==> config.mk <==
export PLATFORM = sky130hd
export DESIGN_NAME = seg_bus_decoder
export DESIGN_NICKNAME = d
export VERILOG_FILES = /design/src/rtl/seg_bus_decoder.sv
export SDC_FILE = /design/constraint.sdc
export NUM_CORES = 1
export LEC_CHECK = 0
export BUFFER_PORTS_ARGS = -buffer_cell sky130_fd_sc_hd__buf_2
export CAP_MARGIN = 20
export CORE_MARGIN = 4
export CORE_UTILIZATION = 40
export CTS_CLUSTER_SIZE = 14
export DETAILED_ROUTE_END_ITERATION = 10
export GPL_ROUTABILITY_DRIVEN = 0
export GPL_TIMING_DRIVEN = 0
export SKIP_LAST_GASP = 1
export SYNTH_ARGS = -nofsm -noshare
export SYNTH_HDL_FRONTEND = slang
export SYNTH_SLANG_ARGS = --single-unit
==> constraint.sdc <==
create_clock -name clk -period 2.75 [get_ports clk]
set_input_delay 0.1375 -clock clk [delete_from_list [all_inputs] [get_ports clk]]
set_output_delay 0.1375 -clock clk [all_outputs]
set_load 0.03 [all_outputs]
==> src/rtl/seg_bus_decoder.sv <==
// Monitor for the 12-bit active-low multiplexed seven-segment bus: waits for a
// stable legal digit, decodes it to hex and keeps per-digit value/status with ageing.
module seg_bus_decoder #(
    parameter int STABLE_CYCLES = 4,
    parameter int TIMEOUT       = 1024
) (
    input  logic        clk,
    input  logic        rst_n,
    input  logic [11:0] segs,
    input  logic        clr,
    output logic [15:0] val,
    output logic [3:0]  dp,
    output logic [3:0]  vld,
    output logic [3:0]  blank,
    output logic [3:0]  bad,
    output logic        upd,
    output logic [1:0]  upd_idx,
    output logic        err
);

    localparam int CW = $clog2(STABLE_CYCLES + 1);
    localparam int AW = $clog2(TIMEOUT + 1);
    localparam logic [CW-1:0] CNT_ONE  = CW'(1);
    localparam logic [CW-1:0] CNT_DONE = CW'(STABLE_CYCLES);
    localparam logic [AW-1:0] AGE_MAX  = AW'(TIMEOUT);
    // An all-ones bus is the electrically idle state (everything active-low).
    localparam logic [11:0]   BUS_IDLE = 12'hFFF;

    typedef enum logic [1:0] {
        IDLE  = 2'd0,
        TRACK = 2'd1,
        HELD  = 2'd2
    } state_t;

    logic [11:0]   sync1_q, sync1_d;
    logic [11:0]   s_q, s_d;
    logic [11:0]   s_prev_q, s_prev_d;
    state_t        state_q, state_d;
    logic [CW-1:0] cnt_q, cnt_d;
    logic [15:0]   val_q, val_d;
    logic [3:0]    dp_q, dp_d;
    logic [3:0]    vld_q, vld_d;
    logic [3:0]    blank_q, blank_d;
    logic [3:0]    bad_q, bad_d;
    logic          upd_q, upd_d;
    logic [1:0]    upd_idx_q, upd_idx_d;
    logic          err_q, err_d;
    logic [AW-1:0] age_q [4];
    logic [AW-1:0] age_d [4];
    logic [AW-1:0] age_sat [4];
    logic [3:0]    age_hit;

    logic [3:0] sel;
    logic       multi;
    logic       legal;
    logic       same;
    logic [1:0] sel_idx;
    logic [6:0] pat;
    logic       dec_hit;
    logic [3:0] dec_val;
    logic       capture;

    assign sel   = ~{s_q[11], s_q[10], s_q[9], s_q[7]};
    assign multi = (sel & (sel - 4'd1)) != 4'd0;
    assign legal = (sel != 4'd0) && !multi;
    assign same  = (s_q == s_prev_q);
    assign pat   = ~s_q[6:0];

    always_comb begin
        sel_idx = 2'd0;
        if (sel[3])      sel_idx = 2'd3;
        else if (sel[2]) sel_idx = 2'd2;
        else if (sel[1]) sel_idx = 2'd1;
    end

    always_comb begin
        dec_hit = 1'b1;
        dec_val = 4'h0;
        case (pat)
            7'h3F: dec_val = 4'h0;
            7'h06: dec_val = 4'h1;
            7'h5B: dec_val = 4'h2;
            7'h4F: dec_val = 4'h3;
            7'h66: dec_val = 4'h4;
            7'h6D: dec_val = 4'h5;
            7'h7D: dec_val = 4'h6;
            7'h07: dec_val = 4'h7;
            7'h7F: dec_val = 4'h8;
            7'h6F: dec_val = 4'h9;
            7'h77: dec_val = 4'hA;
            7'h7C: dec_val = 4'hB;
            7'h39: dec_val = 4'hC;
            7'h5E: dec_val = 4'hD;
            7'h79: dec_val = 4'hE;
            7'h71: dec_val = 4'hF;
            default: dec_hit = 1'b0;
        endcase
    end

    genvar gi;
    generate
        for (gi = 0; gi < 4; gi++) begin : g_age
            assign age_sat[gi] = (age_q[gi] == AGE_MAX) ? age_q[gi] : age_q[gi] + AW'(1);
            assign age_hit[gi] = (age_sat[gi] == AGE_MAX);
        end
    endgenerate

    always_comb begin
        sync1_d   = segs;
        s_d       = sync1_q;
        s_prev_d  = s_q;
        state_d   = state_q;
        cnt_d     = cnt_q;
        capture   = 1'b0;
        val_d     = val_q;
        dp_d      = dp_q;
        vld_d     = vld_q;
        blank_d   = blank_q;
        bad_d     = bad_q;
        upd_d     = 1'b0;
        upd_idx_d = upd_idx_q;
        err_d     = err_q | multi;

        for (int i = 0; i < 4; i++) begin
            age_d[i] = age_sat[i];
            if (age_hit[i]) vld_d[i] = 1'b0;
        end

        case (state_q)
            IDLE: begin
                if (legal) begin
                    state_d = TRACK;
                    cnt_d   = CNT_ONE;
                end
            end
            TRACK: begin
                if (!legal) begin
                    state_d = IDLE;
                    cnt_d   = '0;
                end else if (!same) begin
                    cnt_d = CNT_ONE;
                end else if (cnt_q + CNT_ONE == CNT_DONE) begin
                    capture = 1'b1;
                    state_d = HELD;
                    cnt_d   = '0;
                end else begin
                    cnt_d = cnt_q + CNT_ONE;
                end
            end
            HELD: begin
                if (!same) begin
                    state_d = legal ? TRACK : IDLE;
                    cnt_d   = legal ? CNT_ONE : '0;
                end
            end
            default: begin
                state_d = IDLE;
                cnt_d   = '0;
            end
        endcase

        // Capture overrides the ageing result for its own digit.
        if (capture) begin
            upd_d          = 1'b1;
            upd_idx_d      = sel_idx;
            dp_d[sel_idx]  = ~s_q[8];
            age_d[sel_idx] = '0;
            if (pat == 7'h00) begin
                blank_d[sel_idx] = 1'b1;
                bad_d[sel_idx]   = 1'b0;
                vld_d[sel_idx]   = 1'b1;
            end else if (dec_hit) begin
                val_d[{sel_idx, 2'b00} +: 4] = dec_val;
                blank_d[sel_idx] = 1'b0;
                bad_d[sel_idx]   = 1'b0;
                vld_d[sel_idx]   = 1'b1;
            end else begin
                blank_d[sel_idx] = 1'b0;
                bad_d[sel_idx]   = 1'b1;
                vld_d[sel_idx]   = 1'b0;
            end
        end

        if (clr) begin
            state_d   = IDLE;
            cnt_d     = '0;
            val_d     = '0;
            dp_d      = '0;
            vld_d     = '0;
            blank_d   = '0;
            bad_d     = '0;
            upd_d     = 1'b0;
            upd_idx_d = '0;
            err_d     = 1'b0;
            for (int i = 0; i < 4; i++) age_d[i] = '0;
        end
    end

    always_ff @(posedge clk) begin
        if (!rst_n) begin
            sync1_q   <= BUS_IDLE;
            s_q       <= BUS_IDLE;
            s_prev_q  <= BUS_IDLE;
            state_q   <= IDLE;
            cnt_q     <= '0;
            val_q     <= '0;
            dp_q      <= '0;
            vld_q     <= '0;
            blank_q   <= '0;
            bad_q     <= '0;
            upd_q     <= 1'b0;
            upd_idx_q <= '0;
            err_q     <= 1'b0;
            for (int i = 0; i < 4; i++) age_q[i] <= '0;
        end else begin
            sync1_q   <= sync1_d;
            s_q       <= s_d;
            s_prev_q  <= s_prev_d;
            state_q   <= state_d;
            cnt_q     <= cnt_d;
            val_q     <= val_d;
            dp_q      <= dp_d;
            vld_q     <= vld_d;
            blank_q   <= blank_d;
            bad_q     <= bad_d;
            upd_q     <= upd_d;
            upd_idx_q <= upd_idx_d;
            err_q     <= err_d;
            for (int i = 0; i < 4; i++) age_q[i] <= age_d[i];
        end
    end

    assign val     = val_q;
    assign dp      = dp_q;
    assign vld     = vld_q;
    assign blank   = blank_q;
    assign bad     = bad_q;
    assign upd     = upd_q;
    assign upd_idx = upd_idx_q;
    assign err     = err_q;

endmodule

==> flow_summary_export.csv, run 1 <==
group,metric,value,unit
setup_path,critPathSlowestCell,"or4_1",
job,max_cap_violations,0,
power,p_seq_share,44.5,%
synth,synth_area_per_cell,8.870,sq um
clock_tree,cts_hold_buffers,12,
setup_path,arrival,2.68,ns
global_routing,grt_max_degree,17,
power,p_int,0.003163,W
clock_tree,clock_latency,0.41,ns
floorplan,row_count,43,
setup_path,crit_chain,"ha_1 -> and4_1 -> nand4_1 -> xor2_1 -> or4_1 -> nor3_1 -> o32ai_1",
hold_path,hold_depth,2,
synth,synth_seq_cells,121,
hold_path,min_to,"s_d[0]",
clock_tree,root_buffer,"clkbuf_16",
route,drc,0,
sta,setup_viol,0,
setup_path,crit_path_end_kind,"flip-flop",
floorplan,io_pins,51,
route,firstDrtPassIters,4,
global_routing,grt_pass1_vias,4486,
setup_path,worstReg2RegEnd,"vld[0]",
layout,post_route_cells_drive_above_1_share,14.89,%
clock_tree,cts_max_level,4,
layout,diodes,0,
power,ir_drop,0.4536,mV
synth,synth_area,5685,sq um
power,leakagePower,2.729,nW
sta,drv_slew,0,
place,port_buffers,49,
sta,period_share,87.52,%
setup_path,rr_worst_depth,7,
route,drtIter0Drc,272,
setup_path,cp_data_required_time,3.03,ns
clock_tree,clockBufferDepth,2,
layout,areaGrowthSynthToFinish,20.00,%
synth,synth_warnings,0,
clock_tree,cts_tree,"built",
synth,synth-seq-area-share,42.61,%
sta,setup_slack,0.3431,ns
route,vias_per_cell,5.168,
global_routing,grt_pass1_wl,21890,microns
hold_path,min_from,"rst_n",
route,drt-total-wl,13020,microns
power,powerDensity,593.9,nW/um^2
floorplan,start_util,40.96,%
floorplan,core,13880,sq um
global_routing,track_usage,16.81,%
synth,dominantRegCellSynth,"dfxtp_1",
sta,clock_skew,0.005727,ns
route,vias,4713,
global_routing,grt-ovfl-total,0,
route,drtAntennaViolNets,0,
clock_tree,cts_setup_buffers,0,
sta,hold_viol,0,
floorplan,die_area,16180,sq um
setup_path,r2r-start,"age_q[0][0]",
power,comb_power_share,5.2,%
power,switching_power,0.0008892,W
hold_path,hp-class,"in2reg",
global_routing,antenna_found_initial,0,
synth,synth_edf_count,0,
synth,synth_nets,666,
layout,multi_input_area,3023,sq um
synth,synthesis.instances,641,
floorplan,dieWidth,127.2,microns
floorplan,die_y,127.2,microns
synth,synth-async-reset-ratio,0,%
status,status,"finished, final reports clean",
sta,fmax,415.5,MHz
setup_path,regToRegSetupSlack,0.34,ns
synth,yosysUniqueCellTypes,72,
setup_path,path_max_fanout,7,
place,dpl.hpwl,9510,microns
power,p_total,0.004052,W
clock_tree,cts_resized,0,
route,wl_per_cell,14.28,microns
setup_path,worstSetupStartpointType,"flip-flop",
clock_tree,cts_buffers,17,
sta,setup_tns,0,ns
layout,seqCellArea,2422,sq um
layout,final.fill_count,1308,
sta,timing.hold.ws,0.08976,ns
clock_tree,clock_sinks,121,
sta,rsz0062_at_grt,"no",
setup_path,critPathKind,"reg2reg",
power,clockPowerShare,50.3,%
sta,slew_headroom,31.75,%
clock_tree,clk_pin_slew,0.05,ns
power,switching_share,21.94,%
sta,post-route-min-period,2.407,ns
layout,layout.nets,746,
sta,worst_pin_slew,1.016,ns
setup_path,critPathMaxStageDelay,0.51,ns
place,pre_cts_slack,0.3339,ns
## final cells by class
cell class                      instances  area share, %
Multi-Input combinational cell        466          44.31
Sequential cell                       121          35.50
Clock buffer                           22          6.950
Timing Repair Buffer                   61          5.355
Tap cell                              180          3.301
Buffer                                 35          2.476
Clock inverter                          8          1.064
Inverter                               19          1.045
## worst max-delay path: cells and delay by family (launching register included)
| kind | cells | cell delay (ns) |
|---|---|---|
| flops | 1 | 0.43 |
| compound gates | 1 | 0.14 |
| fa+ha+maj | 1 | 0.31 |
| simple gates | 4 | 1.22 |
| xor+xnor | 1 | 0.17 |
## power by group through the flow
stage	Sequential, W	Clock [W]	Combinational, W
2_1_floorplan	0.00184	0	0.000144
3_3_place_gp	0.00184	0	0.000192
3_5_place_dp	0.00184	0	0.000197
4_1_cts	0.00180	0.00208	0.000210
5_1_grt	0.00181	0.00216	0.000234
6_report	0.00180	0.00204	0.000209
## state kept, by name (all words and copies together), names as in the netlist, named ones only
| signal | count |
|---|---|
| vld | 4 |
| state_q | 2 |
| err | 1 |
| dp | 4 |
| age_q | 44 |
| s_prev_q | 12 |
| s_prev_d | 12 |
| s_d | 12 |
| val | 16 |
| upd_idx | 2 |
| upd | 1 |
| cnt_q | 3 |
## Yosys cell counts (all sizes together), types with 3 or more instances
cell    count  share of area (%)
nor2       67                4.6
or2         4               0.44
xnor2      36                5.5
and4b       3               0.53
nand2      50                3.4
o21ai      15                1.3
and4        3               0.46
o211ai      4               0.62
and3       12                1.3
nor3b       5               0.66
inv        19                1.3
nor3       31                3.2
and2        5               0.55
a211oi      4               0.62
ha         10                2.2
clkbuf     20                1.3
nor4b       4               0.62
nor4        5               0.81
mux2i      20                3.5
a21oi      21                1.8
nand3      33                3.0
nor2b       5               0.55
a31oi       5               0.55
nand2b     43                4.9
buf        15                1.7
dfxtp     121                 43
xor2       23                3.5
nand4      19                2.4
## how the worst max path moves through the flow
stage	from	end	slack (ns)
after floorplan	age_q[0][0]	vld[0]	0.74
after global placement	age_q[0][0]	vld[0]	0.32
after detailed placement	age_q[0][0]	vld[0]	0.33
after CTS	age_q[0][0]	vld[0]	0.31
after global routing	age_q[0][0]	vld[0]	0.15
final	age_q[0][0]	vld[0]	0.34
## kinds of logic after synthesis
logic type	count (synthesis)	synth area share, %
and+or+nand+nor	299	28.87
DFF	121	42.61
AOI/OAI and AO/OA	77	9.287
xor gates and xnor gates	59	9.089
buffers and inverters	54	4.225
muxes	21	3.719
adders and majority gates	10	2.201
## layer usage
| layer | track usage [%] | share of wire (%) |
|---|---|---|
| met5 | 0 | 0 |
| met4 | 5.931 | 1.3 |
| met3 | 4.933 | 5.1 |
| met2 | 27.12 | 47 |
| met1 | 21.50 | 47 |
## metrics by stage
step / area (sq um) / utilization (%) / std cells
after floorplan: 5685 / - / 641
after global placement: 6156 / 44.35 / 870
after detailed placement: 6156 / 44.35 / 870
after CTS: 6823 / 49.15 / 912
after global routing: 6823 / 49.15 / 912
final: 6823 / 49.15 / 912
## cell usage in the layout (no fill, tap or decap), drive strengths merged, types with 3 or more instances in the layout
master / n
and3: 12
and4: 3
or2: 4
nor4: 5
inv: 19
clkinv: 4
nor3: 31
o211ai: 4
and4b: 3
mux2i: 20
ha: 10
nand2: 50
dlygate4sd3: 12
a211oi: 4
a21oi: 21
xnor2: 36
buf: 64
clkinvlp: 3
nor4b: 4
and2: 5
nand4: 19
o21ai: 15
nor3b: 5
nand2b: 43
nor2b: 5
clkbuf: 42
nand3: 33
xor2: 23
a31oi: 5
dfxtp: 121
nor2: 67
Note: power is estimated with default switching activity, not from simulation.
==> inputs of run 2 (changes only) <==
- CORE_ASPECT_RATIO: default -> 0.6
- CTS_CLUSTER_SIZE: 14 -> 16
==> run 2 against run 1 <==
Net effect:
- sequential power about the same
- non-clock buffer count unchanged
- flip-flop and latch count unchanged
- count of clock-buffer cells in the layout down 5
- hold slack about the same
- cell count up 1.5%
- combinational power up 2%
- critical endpoint unchanged
==> flow_summary_export.csv, run 2 (same netlist as run 1, synthesis figures left out) <==
group,metric,value,unit
sta,post-route-min-period,2.447,ns
floorplan,io_pins,51,
power,clockPowerShare,53.5,%
place,port_buffers,49,
route,drtAntennaViolNets,0,
route,firstDrtPassIters,5,
setup_path,critPathKind,"reg2reg",
floorplan,start_util,41.23,%
setup_path,crit_path_end,"vld[0]",
clock_tree,clock_sinks,121,
sta,worst_pin_slew,1.030,ns
clock_tree,clock_latency,0.41,ns
layout,final_cell_mix,"dfxtp_1 (121), nor2_1 (65), buf_2 (58)",
layout,final_common_cell,"dfxtp_1",
route,vias,4779,
power,powerDensity,628.8,nW/um^2
setup_path,crit_start,"age_q[0][1]",
setup_path,worstReg2RegEnd,"vld[0]",
sta,drv_slew,0,
global_routing,grt_max_degree,17,
place,placed_cells,882,
layout,fin_cells,926,
global_routing,grt_pass1_wl,22810,microns
route,drtIter0Drc,371,
route,wl_per_cell,14.88,microns
place,place_area,6171,sq um
place,dpl.hpwl,9832,microns
floorplan,die_area,16250,sq um
sta,setup_tns,0,ns
job,max_cap_violations,0,
setup_path,worstSetupStartpointType,"flip-flop",
setup_path,path_max_fanout,7,
sta,setup_viol,0,
layout,fin_area,6905,sq um
global_routing,track_usage,17.48,%
power,switching_power,0.001030,W
power,leakagePower,2.761,nW
floorplan,die_y,100.4,microns
floorplan,core,13790,sq um
clock_tree,cts_tree,"built",
layout,max_flop_register,"age_q",
hold_path,hp-class,"in2reg",
layout,areaGrowthSynthToFinish,21.46,%
layout,layout.nets,746,
clock_tree,cts_max_level,4,
power,ir_drop,0.3164,mV
sta,hold_viol,0,
sta,period_share,88.98,%
clock_tree,root_buffer,"clkbuf_16",
clock_tree,cts_resized,0,
power,p_int,0.003312,W
clock_tree,cts_setup_buffers,0,
power,comb_power_share,4.9,%
setup_path,crit_path_end_kind,"flip-flop",
layout,diodes,0,
setup_path,rr_worst_depth,7,
global_routing,grt-ovfl-total,0,
power,p_seq_share,41.6,%
route,drt-total-wl,13780,microns
clock_tree,cts_buffers,17,
clock_tree,clk_pin_slew,0.06,ns
layout,post_route_cells_drive_above_1_share,15.40,%
sta,rsz0062_at_grt,"no",
sta,fmax,408.7,MHz
status,status,"finished, final reports clean",
setup_path,r2r-start,"age_q[0][1]",
global_routing,grt_pass1_vias,4449,
setup_path,regToRegSetupSlack,0.30,ns
floorplan,row_count,33,
route,vias_per_cell,5.161,
global_routing,antenna_found_initial,0,
route,drc,0,
setup_path,cp_data_required_time,3.03,ns
layout,largest_reg_flops,44,
power,switching_share,23.72,%
setup_path,arrival,2.73,ns
sta,slew_headroom,30.83,%
clock_tree,clockBufferDepth,2,
clock_tree,cts_hold_buffers,12,
floorplan,dieWidth,161.9,microns
layout,final.fill_count,1324,
sta,clock_skew,0.01112,ns
-- run 2: changes by cell type in the layout (fill, tap and decap cells not counted), sizes merged --
cell / delta
clkbuf: -5
clkinvlp: -1
inv: +6
bufinv: +2
-- run 2: area by class of cell --
class | count | area, sq um | area share, %
buffer | 35 | 168.9 | 2.446
clock buffer | 17 | 425.4 | 6.161
clock inverter | 15 | 188.9 | 2.736
inverter | 19 | 71.32 | 1.033
multi-input combinational | 466 | 3023 | 43.78
sequential | 121 | 2422 | 35.08
tap | 192 | 240.2 | 3.479
timing repair buffer | 61 | 365.4 | 5.291
-- run 2: worst min-delay path by stage --
stage / start / endpoint / cells past startpoint
after floorplan: segs[0] / s_d[0] / 1
after global placement: segs[7] / s_d[7] / 2
after detailed placement: segs[1] / s_d[1] / 2
after CTS: rst_n / s_prev_q[9] / 2
after global routing: rst_n / s_prev_d[2] / 2
final: rst_n / s_prev_q[10] / 2
-- run 2: power groups by stage --
stage	combinational [W]	clock, W	sequential (W)
detailed placement	0.000200	0	0.00184
global placement	0.000193	0	0.00184
floorplan	0.000144	0	0.00184
CTS	0.000214	0.00236	0.00180
global route	0.000239	0.00244	0.00181
finish	0.000214	0.00232	0.00180
-- run 2: critical path: stages (launching register included) --
cell and delay [ns]:
dfxtp_1 0.43, ha_1 0.34, and4_1 0.28, nand4_1 0.13, xor2_1 0.17, or4_1 0.51
nor3_1 0.31, o32ai_1 0.14
-- run 2: routing by layer --
| metal | global-route usage [%] | routed length [microns] | vias to the layer above |
|---|---|---|---|
| li1 | - | - | 2405 |
| met1 | 25.55 | 7131 | 2252 |
| met2 | 25.92 | 5970 | 113 |
| met3 | 3.857 | 569 | 9 |
| met4 | 5.133 | 110 | 0 |
| met5 | 0 | 0 | - |
-- run 2: stage by stage --
stage / hold WS [ns] / power [W] / utilization (%) / setup slack [ns]
after CTS: 0.1080 / 0.004378 / 50.07 / 0.3112
final: 0.08926 / 0.004342 / 50.07 / 0.3029
after global routing: 0.1413 / 0.004482 / 50.07 / 0.08429
after global placement: 0.3172 / 0.002035 / 44.75 / 0.3479
after detailed placement: 0.3205 / 0.002042 / 44.75 / 0.3236
after floorplan: 0.2390 / 0.001980 / - / 0.7441
